$ cat src/rtl/sram_playback_reader.sv
// sram_playback_reader: reads recorded 4-bit key codes from SRAM in address order
// and replays them to the tone generator as timed notes, rests and gaps.
module sram_playback_reader #(
    parameter int ADDR_W       = 4,
    parameter int NOTE_CYCLES  = 16,
    parameter int GAP_CYCLES   = 4,
    parameter int SRAM_LATENCY = 1
) (
    input  logic              CLK,
    input  logic              RST,
    input  logic              Start,
    input  logic              Stop,
    input  logic              Loop,
    input  logic [3:0]        Din,
    output logic [ADDR_W-1:0] Addr,
    output logic              CE,
    output logic              RW,
    output logic [3:0]        Bin,
    output logic              EN,
    output logic              Busy,
    output logic              Done
);
    typedef enum logic [2:0] {IDLE, READ, WAIT, NOTE, REST, GAP, DONE} state_t;
    localparam int CW = $clog2(NOTE_CYCLES + GAP_CYCLES + SRAM_LATENCY + 1);
    localparam logic [CW-1:0] WAIT_LAST = CW'(SRAM_LATENCY - 1);
    localparam logic [CW-1:0] NOTE_LAST = CW'(NOTE_CYCLES - 1);
    localparam logic [CW-1:0] GAP_LAST  = CW'(GAP_CYCLES - 1);
    localparam logic [ADDR_W-1:0] ADDR_MAX = '1;
    state_t state, nxt;
    logic [CW-1:0] cnt;
    logic [ADDR_W-1:0] addr_n;
    logic [3:0] bin_n;
    logic last, fin, abort;
    always_comb begin
        last = (state == WAIT) ? cnt == WAIT_LAST : (state == GAP) ? cnt == GAP_LAST : cnt == NOTE_LAST;
        fin = last && ((state == WAIT && Din == 4'hf) || (state == GAP && Addr == ADDR_MAX));
        abort = Stop && state != IDLE;
        nxt = state;
        addr_n = Addr;
        bin_n = Bin;
        case (state)
            IDLE: nxt = (Start && !Stop) ? READ : IDLE;
            READ: nxt = WAIT;
            WAIT: if (last) begin
                nxt = (Din >= 4'd12) ? REST : NOTE;
                bin_n = (Din >= 4'd12) ? Bin : Din;
            end
            NOTE, REST: nxt = last ? GAP : state;
            GAP: if (last) begin
                nxt = READ;
                addr_n = Addr + 1'b1;
            end
            DONE: nxt = IDLE;
            default: nxt = IDLE;
        endcase
        // end marker or last address: restart or finish, always from address 0
        if (fin) begin
            nxt = Loop ? READ : DONE;
            addr_n = '0;
        end
        if (abort) begin
            nxt = IDLE;
            addr_n = '0;
        end
    end
    always_ff @(posedge CLK) begin
        if (RST) begin
            state <= IDLE;
            cnt <= '0;
            Addr <= '0;
            Bin <= '0;
            Done <= 1'b0;
        end else begin
            state <= nxt;
            cnt <= (nxt != state) ? '0 : cnt + 1'b1;
            Addr <= addr_n;
            Bin <= bin_n;
            Done <= (nxt == DONE) || abort;
        end
    end
    assign CE = state == READ;
    assign RW = 1'b0;
    assign EN = state == NOTE;
    assign Busy = state != IDLE;
endmodule

$ cat config.mk
export PLATFORM = sky130hd
export DESIGN_NAME = sram_playback_reader
export DESIGN_NICKNAME = d
export VERILOG_FILES = /design/src/rtl/sram_playback_reader.sv
export SDC_FILE = /design/constraint.sdc
export NUM_CORES = 1
export LEC_CHECK = 0
export BUFFER_PORTS_ARGS = -buffer_cell sky130_fd_sc_hd__buf_2
export CORE_MARGIN = 3
export CORE_UTILIZATION = 49
export DETAILED_ROUTE_END_ITERATION = 10
export GPL_TIMING_DRIVEN = 0
export PLACE_DENSITY = 0.76
export SYNTH_ARGS = -nofsm -noshare
export SYNTH_HDL_FRONTEND = slang
export SYNTH_SLANG_ARGS = --single-unit
$ cat constraint.sdc
create_clock -name CLK -period 1.8 [get_ports CLK]
set_input_delay 0.18 -clock CLK [delete_from_list [all_inputs] [get_ports CLK]]
set_output_delay 0.18 -clock CLK [all_outputs]
set_load 0.05 [all_outputs]
==> qor.csv, run 1 <==
metric,value,unit
"Slew Viols, Final",0,
endpoint type of the worst setup path,register,
final WL,3070,um
Syn Std Cell Area,1170,um2
first-pass GRT wire length,4790,um
final setup fails,15,
top cell type's share of synthesized area,29.2,%
DRC,0,
RSZ-0062 raised after global routing,true,
worst path required time,1990,ps
Vias per Instance,6.17,
"top cells by area, synth","dfxtp_1 29%, a21oi_1 3.9%, ha_1 3.2%",
GP Congestion,0.897,
Clock Path Buffers,2,
Setup CP Type,register to register,
CTS tree,done,
post-DP HPWL,2110,um
post-synth top area cell,dfxtp_1,
Yosys cell types,58,
total power draw,1.37,mW
leakage,0.636,nW
Synth async-reset ratio,0,%
diodes inserted,0,
GRT Overall Usage,22.0,%
vias in the first global route,1078,
"Top FF cell, synth",dfxtp_1,
Hold Fails Final Rpt,0,
Starting Density,52.3,%
post-route core utilization,69.1,%
Max rail drop VDD,0.631,mV
root buffer cell,clkbuf_4,
max capacitance violation total,0,
worst skew pair latency,290,ps
I/O pin total,22,
PortBufs,20,
CTS buffer count,3,
Die Height,54.8,um
initial antenna violation count,0,
Layout Cells excl Fill,191,
#FFs+latches synth,17,
Syn-to-layout area delta,32.3,%
Syn Nets,146,
proportion of layout cells with a drive suffix above 1,46.6,%
# placed instances,182,
post-synthesis adder-cell area fraction,3.22,%
Chip Width,54.8,um
post-route setup slack,-285,ps
Final TNS setup,-2540,ps
"top cells by count, synth","17 x dfxtp_1, 10 x nor2_1, 9 x a21oi_1",
crit path max fanout,7,
GRT overflow,0,
worst clock skew,4.76,ps
"Avg Cell Area, Syn",8.71,um2
Synth Instances,134,
failing checks,negative setup slack,
Core ar.,2230,um2
Die ar.,3000,um2
DR pass1 iterations,4,
Synth Area in Simple Gates,29.5,%
critical path launch point type,register,
Post-synth EDFFs,0,
CTS Sinks,17,
H-tree depth,1,
most numerous cell in the Yosys netlist,dfxtp_1,
Hold Crit Class,input pin to register,
site row count,17,
"Reg clk slew, reported paths",110,ps
largest family of logic cells by synthesized area,simple AND/OR/NAND/NOR gates,
Power Dens Cells,889,nW/um2
Final min period,2090,ps
outcome,"complete, but fails checks",
largest net degree at the start of global routing,11,
Yosys Warn Count,0,
worst path arrival time,2270,ps
Final Cycle Share,116,%
1st-iter DRT viols,31,
Final nets,176,
Min Hold Slack,135,ps
Routed Antenna Nets,0,
Peak Freq,480,MHz
Avg WL per Cell,16.1,um
sequential area share after synthesis,29.2,%
post-synthesis compound-gate area fraction,24.1,%
mux cell area share after synthesis,2.68,%
xor/xnor cell area share of the yosys netlist,4.50,%
vias after detailed routing,1179,
-- cells by family after synthesis --
family          after synthesis
simple gates                 56
compound gates               33
flops                        17
buf+inv                      15
xor+xnor                      6
fa+ha+maj                     3
mux                           3
other cells                   1
-- routing by layer --
layer	routed length (um)	global-route usage, %
met1	1240	24.6
met3	219	5.45
met2	1480	38.0
met4	125	11.2
met5	0	0
-- power by group --
| group | total (mW) | leakage [nW] | internal [mW] | switching, mW |
|---|---|---|---|---|
| Sequential | 0.466 | 0.143 | 0.418 | 0.0481 |
| Clock | 0.211 | 0.0177 | 0.0827 | 0.129 |
| Combinational | 0.696 | 0.475 | 0.274 | 0.421 |
| Total | 1.37 | 0.636 | 0.775 | 0.598 |
-- registers in the layout, summed over array words and instances (netlist names) --
register	cells
Addr	4
state	3
cnt	5
Bin	4
Done	1
-- area by class of cell --
class	count	area, um2
multi-input combinational	102	888
buffer	6	50.0
sequential	17	364
inverter	8	30.0
fill	170	689
clock inverter	1	5.00
tap	28	35.0
clock buffer	3	22.5
timing repair buffer	26	149
-- metrics by stage --
step                worst slack [ps]  area (um2)
detailed placement              -335        1340
global route                    -355        1540
global placement                -273        1340
floorplan                       -121        1200
CTS                             -287        1500
finish                          -285        1540
-- cells in the final DEF, fill, tap and decap left out, types with 5 or more instances in the layout --
master / Yosys / final
nor2_1: 10 / 10
buf_4: 1 / 6
nand2b_1: 5 / 5
buf_2: 1 / 20
a21oi_1: 9 / 7
nand3_1: 7 / 5
dfxtp_1: 17 / 8
inv_1: 7 / 7
nand2_1: 5 / 5
dfxtp_4: 0 / 5
-- critical path, cell delays in order (launching register included) --
cell and delay, ps:
dfxtp_4 380, or4b_4 510, a22oi_2 260, nor4_4 80, or4_4 530, o211ai_4 130, nor3_1 80
-- worst paths after layout --
path                        from                  end  slack, ps  cells past startpoint
min                       Din[1]  Bin[1]$_SDFFE_PP0P_        140                      3
min reg2reg    cnt[0]$_SDFF_PP0_    cnt[0]$_SDFF_PP0_        460                      1
max          state[2]$_SDFF_PP0_    cnt[3]$_SDFF_PP0_       -290                      6
max reg2reg  state[2]$_SDFF_PP0_    cnt[3]$_SDFF_PP0_       -290                      6
-- what timing repair did --
item,CTS,global route
buffers inserted,1,4
gates cloned,1,0
setup endpoints to repair,15,16
gates resized for setup,27,8
pin swaps,8,6
hold buffers,0,0
Power figures use the tool's default switching activity.
==> run 2: changes to the inputs <==
CORE_ASPECT_RATIO = 0.6   (was unset)
==> qor.csv, run 2 (synthesized netlist as in run 1, its figures left out) <==
metric,value,unit,change
Syn-to-layout area delta,31.4,%,
number of flip-flops in the largest register,5,,unchanged
post-route core utilization,69.3,%,+0.21 points
PortBufs,20,,unchanged
worst clock skew,9.80,ps,+5.04 ps
GR Util met2,32.8,%,-5.2 points
DRC,0,,unchanged
Final min period,2090,ps,+8.93 ps
worst path arrival time,2260,ps,about the same
r2r worst-path depth,8,,+2
post-DP HPWL,2190,um,+4.2%
site row count,13,,-4
Final Cycle Share,116,%,+0.50 points
diodes inserted,0,,unchanged
Final nets,175,,-0.57%
first-pass GRT wire length,5150,um,+7.5%
"Reg clk slew, reported paths",70,ps,-40 ps
vias after detailed routing,1172,,-0.59%
I/O pin total,22,,unchanged
worst path required time,1970,ps,-20 ps
GR peak layer,met2,,
Hold Fails Final Rpt,0,,unchanged
Clock Path Buffers,2,,unchanged
proportion of layout cells with a drive suffix above 1,45.1,%,-1.6 points
Die ar.,3020,um2,+0.65%
Setup CP Type,register to register,,
Power Dens Cells,930,nW/um2,+4.6%
Peak Freq,477,MHz,-0.43%
RSZ-0062 raised after global routing,true,,
crit path max fanout,5,,-2
Setup crit start,cnt[0]$_SDFF_PP0_,,
Chip Width,69.0,um,+26%
max capacitance violation total,0,,unchanged
DR pass1 iterations,5,,+1
endpoint type of the worst setup path,register,,
total power draw,1.43,mW,+3.9%
most frequent cells in the layout,"20 x buf_2, 10 x nor2_1, 8 x dfxtp_1",,
CTS buffer count,3,,unchanged
"Slew Viols, Final",0,,unchanged
vias in the first global route,1080,,+0.19%
Core ar.,2210,um2,-0.95%
leakage,0.633,nW,-0.51%
Hold Crit Class,input pin to register,,
initial antenna violation count,0,,unchanged
FF-to-FF Start,cnt[0]$_SDFF_PP0_,,
Vias per Instance,6.10,,-1.1%
CTS Sinks,17,,unchanged
met1 Use GR,28.4,%,+3.8 points
Worst R2R End,cnt[3]$_SDFF_PP0_,,
hold_sp,Din[1],,
GRT Overall Usage,21.2,%,-0.77 points
Die Height,43.8,um,-20%
failing checks,negative setup slack,,
biggest registers after layout,"cnt (5), Addr (4), Bin (4)",,
post-route setup slack,-294,ps,-8.93 ps
GRT overflow,0,,unchanged
"commonest non-fill, non-tap cell in the layout",buf_2,,
Max rail drop VDD,0.481,mV,-24%
H-tree depth,1,,unchanged
worst reg-to-reg setup slack,-290,ps,about the same
root buffer cell,clkbuf_8,,
final setup fails,13,,-2
CTS tree,done,,
Fill cells,166,,-2.4%
CP Capture Point,cnt[3]$_SDFF_PP0_,,
Avg WL per Cell,17.0,um,+5.6%
Routed Antenna Nets,0,,unchanged
GR Util met3,8.56,%,+3.1 points
critical path launch point type,register,,
final WL,3260,um,+6.2%
GP Congestion,1.01,,+13%
worst skew pair latency,260,ps,-30 ps
1st-iter DRT viols,81,,+160%
outcome,"complete, but fails checks",,
Biggest register,cnt,,
Starting Density,52.8,%,+0.50 points
largest net degree at the start of global routing,12,,+1
==> run 2: timing repair <==
action / in CTS / in global routing
setup endpoints to repair: 14 / 14
gates resized for setup: 13 / 15
pin swaps: 8 / 4
hold buffers: 0 / 0
endpoints found under the hold margin: 0 / 0
setup buffers: 3 / 1
==> run 2: critical path, stage by stage (launching register included) <==
cell and delay [ps]:
dfxtp_2 350, ha_4 180, and3_1 170, clkbuf_2 150
o211a_1 230, nor4_2 420, or4_4 220, o211ai_4 90
nor3_1 210
==> run 2: through the flow <==
step	hold slack (ps)	setup slack, ps	setup TNS (ps)	cell area (um2)	instances
after floorplan	249	-121	-586	1200	134
after global placement	431	-286	-2470	1340	184
after detailed placement	452	-300	-2980	1340	184
after CTS	182	-258	-1600	1460	191
after global routing	198	-375	-3200	1530	192
final	177	-294	-1930	1530	192
==> run 2: final cells by class <==
cell class              count  area, um2  area share [%]
plain buffers               7       56.3            3.67
clock inverters             1       7.51           0.489
well taps                  30       37.5            2.45
clock buffers               3       41.3            2.69
flip-flops and latches     17        362            23.6
multi-input cells         102        870            56.7
inverters                   8       30.0            1.96
repair buffers             24        130            8.48
==> run 2: worst min-delay path by stage <==
stage               depth (start not counted)             endpoint
floorplan                                   1      Done$_SDFF_PP0_
global placement                            3  Bin[1]$_SDFFE_PP0P_
detailed placement                          3  Bin[0]$_SDFFE_PP0P_
CTS                                         3  Bin[1]$_SDFFE_PP0P_
global route                                3  Bin[0]$_SDFFE_PP0P_
finish                                      3  Bin[1]$_SDFFE_PP0P_
==> run 2: layer usage <==
layer  vias up  part of all wire [%]
met5         -                     0
met4         0                   1.2
met3         8                   9.4
met2        64                    42
met1       549                    47
li1        551                     -
==> run 2: power breakdown <==
| group | switching (mW) | total, mW | internal [mW] | leakage, nW |
|---|---|---|---|---|
| sequential | 0.0486 | 0.463 | 0.415 | 0.143 |
| clock | 0.135 | 0.291 | 0.156 | 0.0217 |
| combinational | 0.412 | 0.673 | 0.260 | 0.468 |
==> run 3: changes to the inputs <==
CORE_UTILIZATION = 35   (was 49)
PLACE_DENSITY = 0.58   (was 0.76)
clock period = 1.7 ns   (was 1.8 ns; I/O delays follow)
==> qor.csv, run 3 (synthesized netlist as in run 1, its figures left out) <==
metric,value,unit,change
Hold Path Depth,3,,unchanged
PortBufs,20,,unchanged
crit path max fanout,8,,+3
Fill cells,247,,+49%
Die ar.,4090,um2,+35%
Final min period,2130,ps,+32.0 ps
Starting Density,38.6,%,-14 points
diodes inserted,0,,unchanged
Vias per Instance,5.57,,-8.7%
1st-iter DRT viols,96,,+19%
vias after detailed routing,1193,,+1.8%
hold_sp,Din[1],,
number of flip-flops in the largest register,5,,unchanged
max capacitance violation total,0,,unchanged
dpl ws,-440,ps,-140 ps
endpoint type of the worst setup path,register,,
CP cell instances,or4b_4 > a22oi_2 > nor4_4 > or4_4 > o211ai_4 > nor3_1,,
"Reg clk slew, reported paths",70,ps,about the same
site row count,15,,+2
worst skew pair latency,250,ps,about the same
Core ar.,3020,um2,+37%
Chip Width,80.6,um,+17%
root buffer cell,clkbuf_8,,
vias in the first global route,1195,,+11%
proportion of layout cells with a drive suffix above 1,52.9,%,+7.8 points
Hold Fails Final Rpt,0,,unchanged
failing checks,negative setup slack,,
post-DP HPWL,2530,um,+15%
r2r worst-path depth,6,,-2
Power Dens Cells,960,nW/um2,+3.2%
I/O pin total,22,,unchanged
Hold Crit Class,input pin to register,,
post-route setup slack,-426,ps,-132 ps
largest net degree at the start of global routing,11,,-1
Final TNS setup,-4710,ps,-2780 ps
biggest registers after layout,"cnt (5), Addr (4), Bin (4)",,
worst path arrival time,2260,ps,about the same
DR pass1 iterations,4,,-1
Setup CP Type,register to register,,
first-pass GRT wire length,6130,um,+19%
most frequent cells in the layout,"20 x buf_2, 11 x buf_4, 10 x nor2_1",,
CTS tree,done,,
Worst R2R End,cnt[3]$_SDFF_PP0_,,
worst path required time,1830,ps,-140 ps
Avg WL per Cell,17.0,um,+0.25%
DRC,0,,unchanged
CTS buffer count,3,,unchanged
Max rail drop VDD,0.399,mV,-17%
met1 Use GR,29.0,%,+0.54 points
worst clock skew,0.542,ps,-9.26 ps
Syn-to-layout area delta,50.3,%,
Post-CTS Hold Fix Bufs,0,,unchanged
Reg area,364,um2,+0.69%
outcome,"complete, but fails checks",,
"commonest non-fill, non-tap cell in the layout",buf_2,,
"Slew Viols, Final",0,,unchanged
total power draw,1.68,mW,+18%
"slowest stage delay, CP",540,ps,+120 ps
worst reg-to-reg setup slack,-430,ps,-130 ps
initial antenna violation count,0,,unchanged
Peak Freq,470,MHz,-1.5%
multi-input logic area,953,um2,+9.6%
GRT overflow,0,,unchanged
slowest CP cell,or4_4,,
Clock Path Buffers,2,,unchanged
final WL,3640,um,+12%
final setup fails,16,,+3
Die Height,50.7,um,+16%
RSZ-0062 raised after global routing,true,,
Hold EP,Bin[1]$_SDFFE_PP0P_,,
Final Cycle Share,125,%,+8.7 points
CTS Sinks,17,,unchanged
GR Util met2,29.3,%,-3.5 points
H-tree depth,1,,unchanged
GRT Overall Usage,19.7,%,-1.5 points
GP Congestion,0.913,,-9.8%
Biggest register,cnt,,
GR peak layer,met2,,
Final nets,185,,+5.7%
Routed Antenna Nets,0,,unchanged
FF-to-FF Start,state[2]$_SDFF_PP0_,,
leakage,0.716,nW,+13%
GR Util met3,4.84,%,-3.7 points
critical path launch point type,register,,
-- run 3: layer usage --
metal | wire length (um) | part of all wire [%]
met5 | 0 | 0
met4 | 0 | 0
met3 | 315 | 8.7
met2 | 1570 | 43
met1 | 1750 | 48
-- run 3: cell type report --
cell class                 count  area share [%]
clock buffer                   4            2.57
tap                           42            3.00
multi-input combinational    102            54.4
buffer                         5            2.85
inverter                       8            1.71
timing repair buffer          36            14.8
sequential                    17            20.8
-- run 3: critical path, delay by kind of cell (launching register included) --
| family | cells | cell delay [ps] |
|---|---|---|
| AOI/OAI and AO/OA | 2 | 410 |
| DFF | 1 | 370 |
| and+or+nand+nor | 4 | 1230 |
-- run 3: what timing repair did --
item                                    4_1_cts  5_1_grt
cloned                                        1        0
resized for setup                            30       16
buffers inserted                             10        5
endpoints found under the setup margin       16       16
pin swaps                                    12       10
-- run 3: how the worst max path moves through the flow --
| stage | cells past startpoint | slack (ps) | startpoint | to |
|---|---|---|---|---|
| 6_report | 6 | -430 | state[2]$_SDFF_PP0_ | cnt[3]$_SDFF_PP0_ |
| 4_1_cts | 6 | -350 | state[2]$_SDFF_PP0_ | cnt[4]$_SDFF_PP0_ |
| 2_1_floorplan | 6 | -220 | state[2]$_SDFF_PP0_ | cnt[2]$_SDFF_PP0_ |
| 3_5_place_dp | 6 | -440 | state[1]$_SDFF_PP0_ | cnt[3]$_SDFF_PP0_ |
| 3_3_place_gp | 7 | -370 | state[0]$_SDFF_PP0_ | cnt[2]$_SDFF_PP0_ |
| 5_1_grt | 6 | -470 | state[2]$_SDFF_PP0_ | cnt[4]$_SDFF_PP0_ |
-- run 3: power breakdown --
part	leakage, nW	internal (mW)	switching [mW]
combinational	0.550	0.396	0.491
clock	0.0228	0.166	0.135
sequential	0.143	0.443	0.0533
total	0.716	1.00	0.679
-- run 3: per-stage QoR --
step           hold WS, ps  instance area (um2)  utilization (%)  std cells
2_1_floorplan          239                 1220                -        134
3_3_place_gp           421                 1370             45.3        196
3_5_place_dp           436                 1370             45.3        196
4_1_cts                173                 1650             54.5        210
5_1_grt                192                 1750             58.1        214
6_report               172                 1750             58.1        214
